### src/rtl/ro_freq_counter.sv
// ro_freq_counter: gated rising-edge counter for the divided ring-oscillator clock, result on valid/ready.
// Define RO_FREQ_COUNTER_AUTO_RESTART_EN for back-to-back gating (auto_restart) with a sticky overrun flag.
module ro_freq_counter #(
    parameter int GATE_CYCLES = 4096,
    parameter int COUNT_W     = 16,
    parameter int SYNC_STAGES = 2
) (
    input  logic               clk_in,
    input  logic               rst,
    input  logic               start,
    input  logic               div_clk_in,
`ifdef RO_FREQ_COUNTER_AUTO_RESTART_EN
    input  logic               auto_restart,
    output logic               overrun,
`endif
    output logic               busy,
    output logic [COUNT_W-1:0] count_out,
    output logic               count_valid,
    input  logic               count_ready,
    output logic               overflow
);
    localparam int TW = $clog2(GATE_CYCLES);
    localparam logic [TW-1:0] LAST = TW'(GATE_CYCLES - 1);

    typedef enum logic [1:0] {IDLE, MEASURE, HOLD} state_t;

    state_t               state;
    logic [SYNC_STAGES-1:0] sync;
    logic                 hist, edge_p, full, sat, sat_next, gate_end, hs, restart;
    logic [TW-1:0]        timer;
    logic [COUNT_W-1:0]   count, count_next;

`ifdef RO_FREQ_COUNTER_AUTO_RESTART_EN
    assign restart = auto_restart;
    // a publish over an unconsumed result flags the loss; the next accepted handshake clears it
    always_ff @(posedge clk_in or posedge rst) begin
        if (rst) overrun <= 1'b0;
        else     overrun <= hs ? 1'b0 : overrun | (gate_end & count_valid);
    end
`else
    assign restart = 1'b0;
`endif

    always_ff @(posedge clk_in or posedge rst) begin
        if (rst) begin
            sync <= '0;
            hist <= 1'b0;
        end else begin
            sync <= {sync[SYNC_STAGES-2:0], div_clk_in};
            hist <= sync[SYNC_STAGES-1];
        end
    end

    always_comb begin
        edge_p     = sync[SYNC_STAGES-1] & ~hist;
        full       = &count;
        count_next = (edge_p && !full) ? count + 1'b1 : count;
        sat_next   = sat | (edge_p & full);
        gate_end   = (state == MEASURE) && (timer == LAST);
        hs         = count_valid & count_ready;
    end

    always_ff @(posedge clk_in or posedge rst) begin
        if (rst) begin
            state       <= IDLE;
            timer       <= '0;
            count       <= '0;
            sat         <= 1'b0;
            busy        <= 1'b0;
            count_out   <= '0;
            count_valid <= 1'b0;
            overflow    <= 1'b0;
        end else begin
            case (state)
                IDLE: if (start) begin
                    timer <= '0;
                    count <= '0;
                    sat   <= 1'b0;
                    busy  <= 1'b1;
                    state <= MEASURE;
                end
                MEASURE: begin
                    timer <= timer + 1'b1;
                    count <= count_next;
                    sat   <= sat_next;
                    // the final-cycle edge is folded in; edges still in the synchroniser are dropped
                    if (gate_end) begin
                        count_out   <= count_next;
                        overflow    <= sat_next;
                        count_valid <= 1'b1;
                        timer       <= '0;
                        count       <= '0;
                        sat         <= 1'b0;
                        if (!restart) state <= HOLD;
                    end else if (hs) begin
                        count_valid <= 1'b0;
                    end
                end
                HOLD: if (hs) begin
                    count_valid <= 1'b0;
                    busy        <= 1'b0;
                    state       <= IDLE;
                end
                default: begin
                    busy  <= 1'b0;
                    state <= IDLE;
                end
            endcase
        end
    end
endmodule
### config.mk
export PLATFORM = sky130hd
export DESIGN_NAME = ro_freq_counter
export DESIGN_NICKNAME = d
export VERILOG_FILES = /design/src/rtl/ro_freq_counter.sv
export SDC_FILE = /design/constraint.sdc
export NUM_CORES = 1
export LEC_CHECK = 0
export ABC_AREA = 1
export CAP_MARGIN = 20
export CORE_MARGIN = 2
export CORE_UTILIZATION = 35
export CTS_BUF_LIST = sky130_fd_sc_hd__clkbuf_2 sky130_fd_sc_hd__clkbuf_4 sky130_fd_sc_hd__clkbuf_8
export DETAILED_ROUTE_END_ITERATION = 16
export GPL_ROUTABILITY_DRIVEN = 0
export HOLD_SLACK_MARGIN = 0.12
export PLACE_DENSITY = 0.55
export SETUP_SLACK_MARGIN = 0.4
export SYNTH_ARGS = -nofsm -noshare
export SYNTH_HDL_FRONTEND = slang
export SYNTH_SLANG_ARGS = --single-unit
### constraint.sdc
create_clock -name clk_in -period 1.8 [get_ports clk_in]
set_input_delay 0.27 -clock clk_in [delete_from_list [all_inputs] [get_ports clk_in]]
set_output_delay 0.27 -clock clk_in [all_outputs]
set_load 0.01 [all_outputs]
==> results of run 1 <==
==> state kept, by name (all words and copies together), names as in the netlist <==
name and count:
busy 1, count 16, count_out 16, count_valid 1, hist 1, overflow 1, sat 1, state 2
sync 2, timer 12
==> critical path, cell delays in order (launching register included) <==
cell,delay [ns]
dfrtp_1,0.44
nand2_1,0.15
nor2_4,0.18
buf_4,0.16
nand4_1,0.19
buf_4,0.21
nand3_4,0.05
nand3_2,0.06
nand2_1,0.07
==> final timing paths <==
| kind | from | endpoint | slack (ns) | depth (start not counted) |
|---|---|---|---|---|
| setup reg to reg | count[9]$_DFFE_PP0P_ | count_out[7]$_DFFE_PP0P_ | 0.22 | 8 |
| min in group clk_in | sync[0]$_DFF_PP0_ | sync[1]$_DFF_PP0_ | 0.36 | 0 |
| max in group asynchronous | rst | timer[3]$_DFFE_PP0P_ | 1.05 | 3 |
| setup / recovery | count[9]$_DFFE_PP0P_ | count_out[7]$_DFFE_PP0P_ | 0.22 | 8 |
| hold reg to reg | sync[0]$_DFF_PP0_ | sync[1]$_DFF_PP0_ | 0.36 | 0 |
| hold / removal | rst | count_out[0]$_DFFE_PP0P_ | 0.35 | 3 |
==> kinds of logic (layout without fill, tap and decap cells) <==
logic type               after synthesis  after routing
AND/OR/NAND/NOR                      254            254
adder cells (fa/ha/maj)                5              5
buffers and inverters                 49            132
AO/OA/AOI/OAI                         17             17
XOR/XNOR                               4              4
flip-flops                            53             53
==> where the power goes <==
| group | total [mW] | switching, mW | internal (mW) |
|---|---|---|---|
| clock network | 0.712 | 0.389 | 0.323 |
| logic | 1.77 | 0.919 | 0.850 |
| registers | 1.35 | 0.0693 | 1.28 |
| total | 3.83 | 1.38 | 2.45 |
==> what timing repair did <==
action                                  in CTS  in global routing
setup buffers                               27                 15
gates cloned                                 2                  1
pin swaps                                   27                 36
endpoints found under the hold margin        0                  0
resized for setup                           77                 40
hold buffers                                 0                  0
endpoints found under the setup margin      67                 50
==> metal layers <==
metal | share of wire, % | up-vias | routed length (um)
met4 | 1.2 | 0 | 94
met5 | 0 | - | 0
li1 | - | 1367 | -
met2 | 52 | 50 | 4002
met1 | 44 | 1294 | 3419
met3 | 2.5 | 8 | 193
==> metrics by stage <==
| stage | std cells | util (%) |
|---|---|---|
| floorplan | 382 | - |
| global placement | 514 | 42.61 |
| detailed placement | 514 | 42.61 |
| CTS | 551 | 49.63 |
| global route | 567 | 53.19 |
| finish | 567 | 53.19 |
==> synth_stat cells, drive strengths merged <==
library cell    n
nand2         159
dfrtp          53
inv            43
nand3          43
nor2           35
o21ai          11
nand4           7
ha              5
nor3            5
buf             4
xor2            4
a21oi           3
nand3b          3
a31oi           2
clkbuf          2
and3            1
o31ai           1
or2             1
==> layout make-up <==
| cell class | count | area (sq um) | area share [%] |
|---|---|---|---|
| multi-input cells | 280 | 1615 | 39.10 |
| flip-flops and latches | 53 | 1329 | 32.16 |
| repair buffers | 81 | 785.8 | 19.02 |
| inverters | 43 | 182.7 | 4.422 |
| well taps | 102 | 127.6 | 3.089 |
| clock buffers | 8 | 91.34 | 2.211 |
==> flow_metrics.env, run 1 <==
export IMPL_outcome="finished, final reports clean"
export IMPL_cp_max_fo=6
export IMPL_final_cell_mix="nand2_1 (143), dfrtp_1 (51), buf_4 (39)"
export IMPL_wirelength_um=7710
export IMPL_pin_count=24
export IMPL_fmax_ghz=0.6341
export IMPL_grt_start_max_net_pins=33
export IMPL_cts_sinks=53
export IMPL_yosysTopAreaCellShare_pct=46.80
export IMPL_cts_root_buf="clkbuf_8"
export IMPL_drv_slew=0
export IMPL_htreeDepth=2
export IMPL_min_path_type="in2async"
export IMPL_p_leak_nw=2.118
export IMPL_synth_area_leaders="dfrtp_1 (47%), nand2_1 (21%), nand3_1 (7.6%)"
export IMPL_ys_ff_latch=53
export IMPL_synth_mux_area_fraction_pct=0
export IMPL_start_kind="flip-flop"
export IMPL_worstSkewPairLatency_ns=0.32
export IMPL_grt_pass1_vias=2675
export IMPL_p_per_area_nw_per_um2=926.5
export IMPL_drtIter0Drc=125
export IMPL_cts_buffers=5
export IMPL_cts_buffer_depth=2
export IMPL_min_period_ns=1.577
export IMPL_finalWorstSetupSlack_ns=0.2229
export IMPL_synth_area_leader_cell="dfrtp_1"
export IMPL_setup_tns_ns=0
export IMPL_viasPerCell=4.795
export IMPL_synth_distinct_cells=26
export IMPL_die_x_um=93.99
export IMPL_die_y_um=93.99
export IMPL_dp_hpwl_um=4468
export IMPL_max_slew_margin_rel_pct=71.92
export IMPL_post_route_period_util_pct=87.62
export IMPL_final_area_sq_um=4131
export IMPL_endpoint_kind="flip-flop"
export IMPL_io_buffers=23
export IMPL_coreArea_sq_um=7767
export IMPL_synth_seq_area_share_pct=46.80
export IMPL_final_common_cell="nand2_1"
export IMPL_synth_compound_area_share_pct=3.311
export IMPL_grt_use_met2_pct=31.96
export IMPL_drt_pass1_iter_count=4
export IMPL_ant_nets=0
export IMPL_cp_data_arrival_time_ns=1.83
export IMPL_ir_worst_vdd_mv=0.6517
export IMPL_antenna_found_initial=0
export IMPL_via_count=2719
export IMPL_start_util_pct=36.49
export IMPL_globalRouteMet1Util_pct=22.04
export IMPL_place_area_sq_um=3309
export IMPL_fin_worst_skew_ns=0.01529
export IMPL_synthesis_area_sq_um=2834
export IMPL_total_power_mw=3.828
export IMPL_cts_tree="built"
export IMPL_busiest_layer="met2"
export IMPL_worstMarginPinSlew_ns=0.4212
export IMPL_drv_cap=0
export IMPL_syn_area_per_cell_sq_um=7.419
export IMPL_cts_clk_slew_worst_paths_ns=0.10
export IMPL_fillers=740
export IMPL_final_layout_size_suffix_gt1_share_pct=30.32
export IMPL_areaGrowthSynthToFinish_pct=45.78
export IMPL_grt_overflow_total=0
export IMPL_yosysWarnings=0
export IMPL_rows=32
export IMPL_syn_num_nets=392
export IMPL_postSynthCellCount=382
export IMPL_grt_pass1_wl_um=12520
export IMPL_post_drt_wl_per_cell_um=13.60
export IMPL_yosys_area_share_simple_pct=39.16
export IMPL_hold_viol_final=0
export IMPL_setup_viol=0
export IMPL_synthAdderAreaFrac_pct=2.208
export IMPL_finalHoldWorstSlack_ns=0.3519
export IMPL_drcViolationCount=0
export IMPL_place_ws_ns=0.1031
export IMPL_fin_nets=474
export IMPL_grt_setup_unrepaired="true"
export IMPL_critPathKind="reg2reg"
export IMPL_required_ns=2.05
export IMPL_grt_util_met3_pct=3.210
export IMPL_synth_top_family_by_area="simple AND/OR/NAND/NOR gates"
export IMPL_antenna_cells=0
export IMPL_die_area_sq_um=8833
export IMPL_grt_usage_pct=18.08
export IMPL_synth_xor_area_share_pct=1.236
(Power assumes the default switching activity.)
==> run 2, diff against run 1 <==
--- a/config.mk
+++ b/config.mk
@@ -7,13 +7,15 @@
 export LEC_CHECK = 0
 export ABC_AREA = 1
 export CAP_MARGIN = 20
+export CELL_PAD_IN_SITES_DETAIL_PLACEMENT = 0
+export CELL_PAD_IN_SITES_GLOBAL_PLACEMENT = 1
 export CORE_MARGIN = 2
 export CORE_UTILIZATION = 35
 export CTS_BUF_LIST = sky130_fd_sc_hd__clkbuf_2 sky130_fd_sc_hd__clkbuf_4 sky130_fd_sc_hd__clkbuf_8
 export DETAILED_ROUTE_END_ITERATION = 16
 export GPL_ROUTABILITY_DRIVEN = 0
 export HOLD_SLACK_MARGIN = 0.12
-export PLACE_DENSITY = 0.55
+export PLACE_DENSITY = 0.7
 export SETUP_SLACK_MARGIN = 0.4
 export SYNTH_ARGS = -nofsm -noshare
 export SYNTH_HDL_FRONTEND = slang
==> run 2 against run 1 <==
Total power decreased by 4.9%. Setup slack gained 0.019 ns. Register-to-register slack improved by 0.02 ns. Combinational power down 9%. Clock-buffer cell count shrank 2. Non-clock buffer count is 10 lower. Maximum frequency increased by 1.2%. Global-route usage decreased by 0.18 points. Cell count shrank 1.8%. Critical path depth up 2. Critical path type unchanged. Critical endpoint is now count[14]$_DFFE_PP0P_. Highest routed layer unchanged.
==> flow_metrics.env, run 2 (synthesis results as in run 1) <==
export IMPL_fin_nets=464
export IMPL_final_layout_size_suffix_gt1_share_pct=28.79
export IMPL_cp_max_fo=6
export IMPL_setup_viol=0
export IMPL_required_ns=2.00
export IMPL_wirelength_um=7204
export IMPL_pin_count=24
export IMPL_drt_pass1_iter_count=4
export IMPL_grt_setup_unrepaired="true"
export IMPL_p_leak_nw=2.042
export IMPL_viasPerCell=4.734
export IMPL_cts_tree="built"
export IMPL_worstSkewPairLatency_ns=0.30
export IMPL_grt_overflow_total=0
export IMPL_post_drt_wl_per_cell_um=12.93
export IMPL_htreeDepth=2
export IMPL_min_path_type="reg2reg"
export IMPL_total_power_mw=3.640
export IMPL_rows=32
export IMPL_grt_pass1_wl_um=12390
export IMPL_final_cell_mix="nand2_1 (138), dfrtp_1 (52), nand3_1 (36)"
export IMPL_start_kind="flip-flop"
export IMPL_critPathKind="reg2reg"
export IMPL_areaGrowthSynthToFinish_pct=43.66
export IMPL_fin_worst_skew_ns=0.007185
export IMPL_setup_tns_ns=0
export IMPL_ant_nets=0
export IMPL_finalHoldWorstSlack_ns=0.3544
export IMPL_max_slew_margin_rel_pct=81.18
export IMPL_dp_hpwl_um=4394
export IMPL_grt_usage_pct=17.90
export IMPL_grt_start_max_net_pins=54
export IMPL_drtIter0Drc=131
export IMPL_cts_clk_slew_worst_paths_ns=0.10
export IMPL_drcViolationCount=0
export IMPL_ir_worst_vdd_mv=0.6429
export IMPL_cts_sinks=53
export IMPL_top_regs="count (16), count_out (16), timer (12)"
export IMPL_cts_buffer_depth=2
export IMPL_coreArea_sq_um=7767
export IMPL_cts_buffers=5
export IMPL_hold_viol_final=0
export IMPL_final_common_cell="nand2_1"
export IMPL_grt_pass1_vias=2628
export IMPL_fmax_ghz=0.6417
export IMPL_outcome="finished, final reports clean"
export IMPL_antenna_found_initial=0
export IMPL_drv_cap=0
export IMPL_cts_root_buf="clkbuf_8"
export IMPL_endpoint_kind="flip-flop"
export IMPL_io_buffers=23
export IMPL_start_util_pct=36.49
export IMPL_cp_data_arrival_time_ns=1.76
export IMPL_via_count=2637
export IMPL_min_period_ns=1.558
export IMPL_die_y_um=93.99
export IMPL_post_route_period_util_pct=86.57
export IMPL_fillers=763
export IMPL_p_per_area_nw_per_um2=894.1
export IMPL_antenna_cells=0
export IMPL_die_area_sq_um=8833
export IMPL_worstMarginPinSlew_ns=0.2823
export IMPL_die_x_um=93.99
export IMPL_drv_slew=0
run 2: cell types whose count changed in the layout (fill, tap and decap cells not counted), sizes merged:
cell / delta
buf: -10
clkbuf: -2
clkinv: +2
run 2: layout make-up:
cell class | count | area [sq um] | share of cell area (%)
Clock buffer | 6 | 76.32 | 1.875
Inverter | 43 | 190.2 | 4.671
Clock inverter | 2 | 10.01 | 0.2459
Tap cell | 102 | 127.6 | 3.135
Multi-Input combinational cell | 280 | 1613 | 39.61
Timing Repair Buffer | 71 | 726.9 | 17.85
Sequential cell | 53 | 1328 | 32.61
run 2: layer usage:
layer	vias to the layer above	track usage [%]	wire, um
met3	6	3.291	240
li1	1346	-	-
met1	1244	23.25	3303
met5	-	0	0
met4	0	4.952	90
met2	41	30.54	3569
run 2: path summary, 6_finish.rpt:
check | end | startpoint | slack [ns] | cells past startpoint
worst max-delay path | count[14]$_DFFE_PP0P_ | count[0]$_DFFE_PP0P_ | 0.24 | 10
worst min-delay path | sync[1]$_DFF_PP0_ | sync[0]$_DFF_PP0_ | 0.35 | 0
worst max register to register | count[14]$_DFFE_PP0P_ | count[0]$_DFFE_PP0P_ | 0.24 | 10
worst min register to register | sync[1]$_DFF_PP0_ | sync[0]$_DFF_PP0_ | 0.35 | 0
max in group asynchronous | timer[2]$_DFFE_PP0P_ | rst | 1.17 | 3
min in group asynchronous | hist$_DFF_PP0_ | rst | 0.37 | 3
run 2: metrics by stage:
stage	setup WS (ns)	cell area [sq um]	util, %	instances
finish	0.2417	4071	52.42	557
global route	0.09680	4071	52.42	557
CTS	0.2566	3830	49.31	551
detailed placement	0.1528	3312	42.64	511
global placement	0.1644	3312	42.64	511
floorplan	0.3500	2900	-	382
run 2: critical path: stages (launching register included):
cell and delay, ns:
dfrtp_1 0.37, ha_2 0.19, nand2_2 0.07, nor2_4 0.13, buf_4 0.13, nand4_4 0.13, buf_6 0.18, nand2_1 0.05
nand2_1 0.06, nand3_1 0.08, nand2_1 0.05
run 2: power by group:
part | switching (mW) | internal, mW | leakage [nW]
Sequential | 0.0799 | 1.28 | 0.724
Clock | 0.385 | 0.286 | 0.0484
Combinational | 0.893 | 0.719 | 1.27
run 2: repair_timing:
action,in CTS,in global routing
resized for setup,67,50
hold buffers,0,0
pin swaps,15,27
setup buffers,30,5
cloned,2,1
endpoints found under the setup margin,68,50
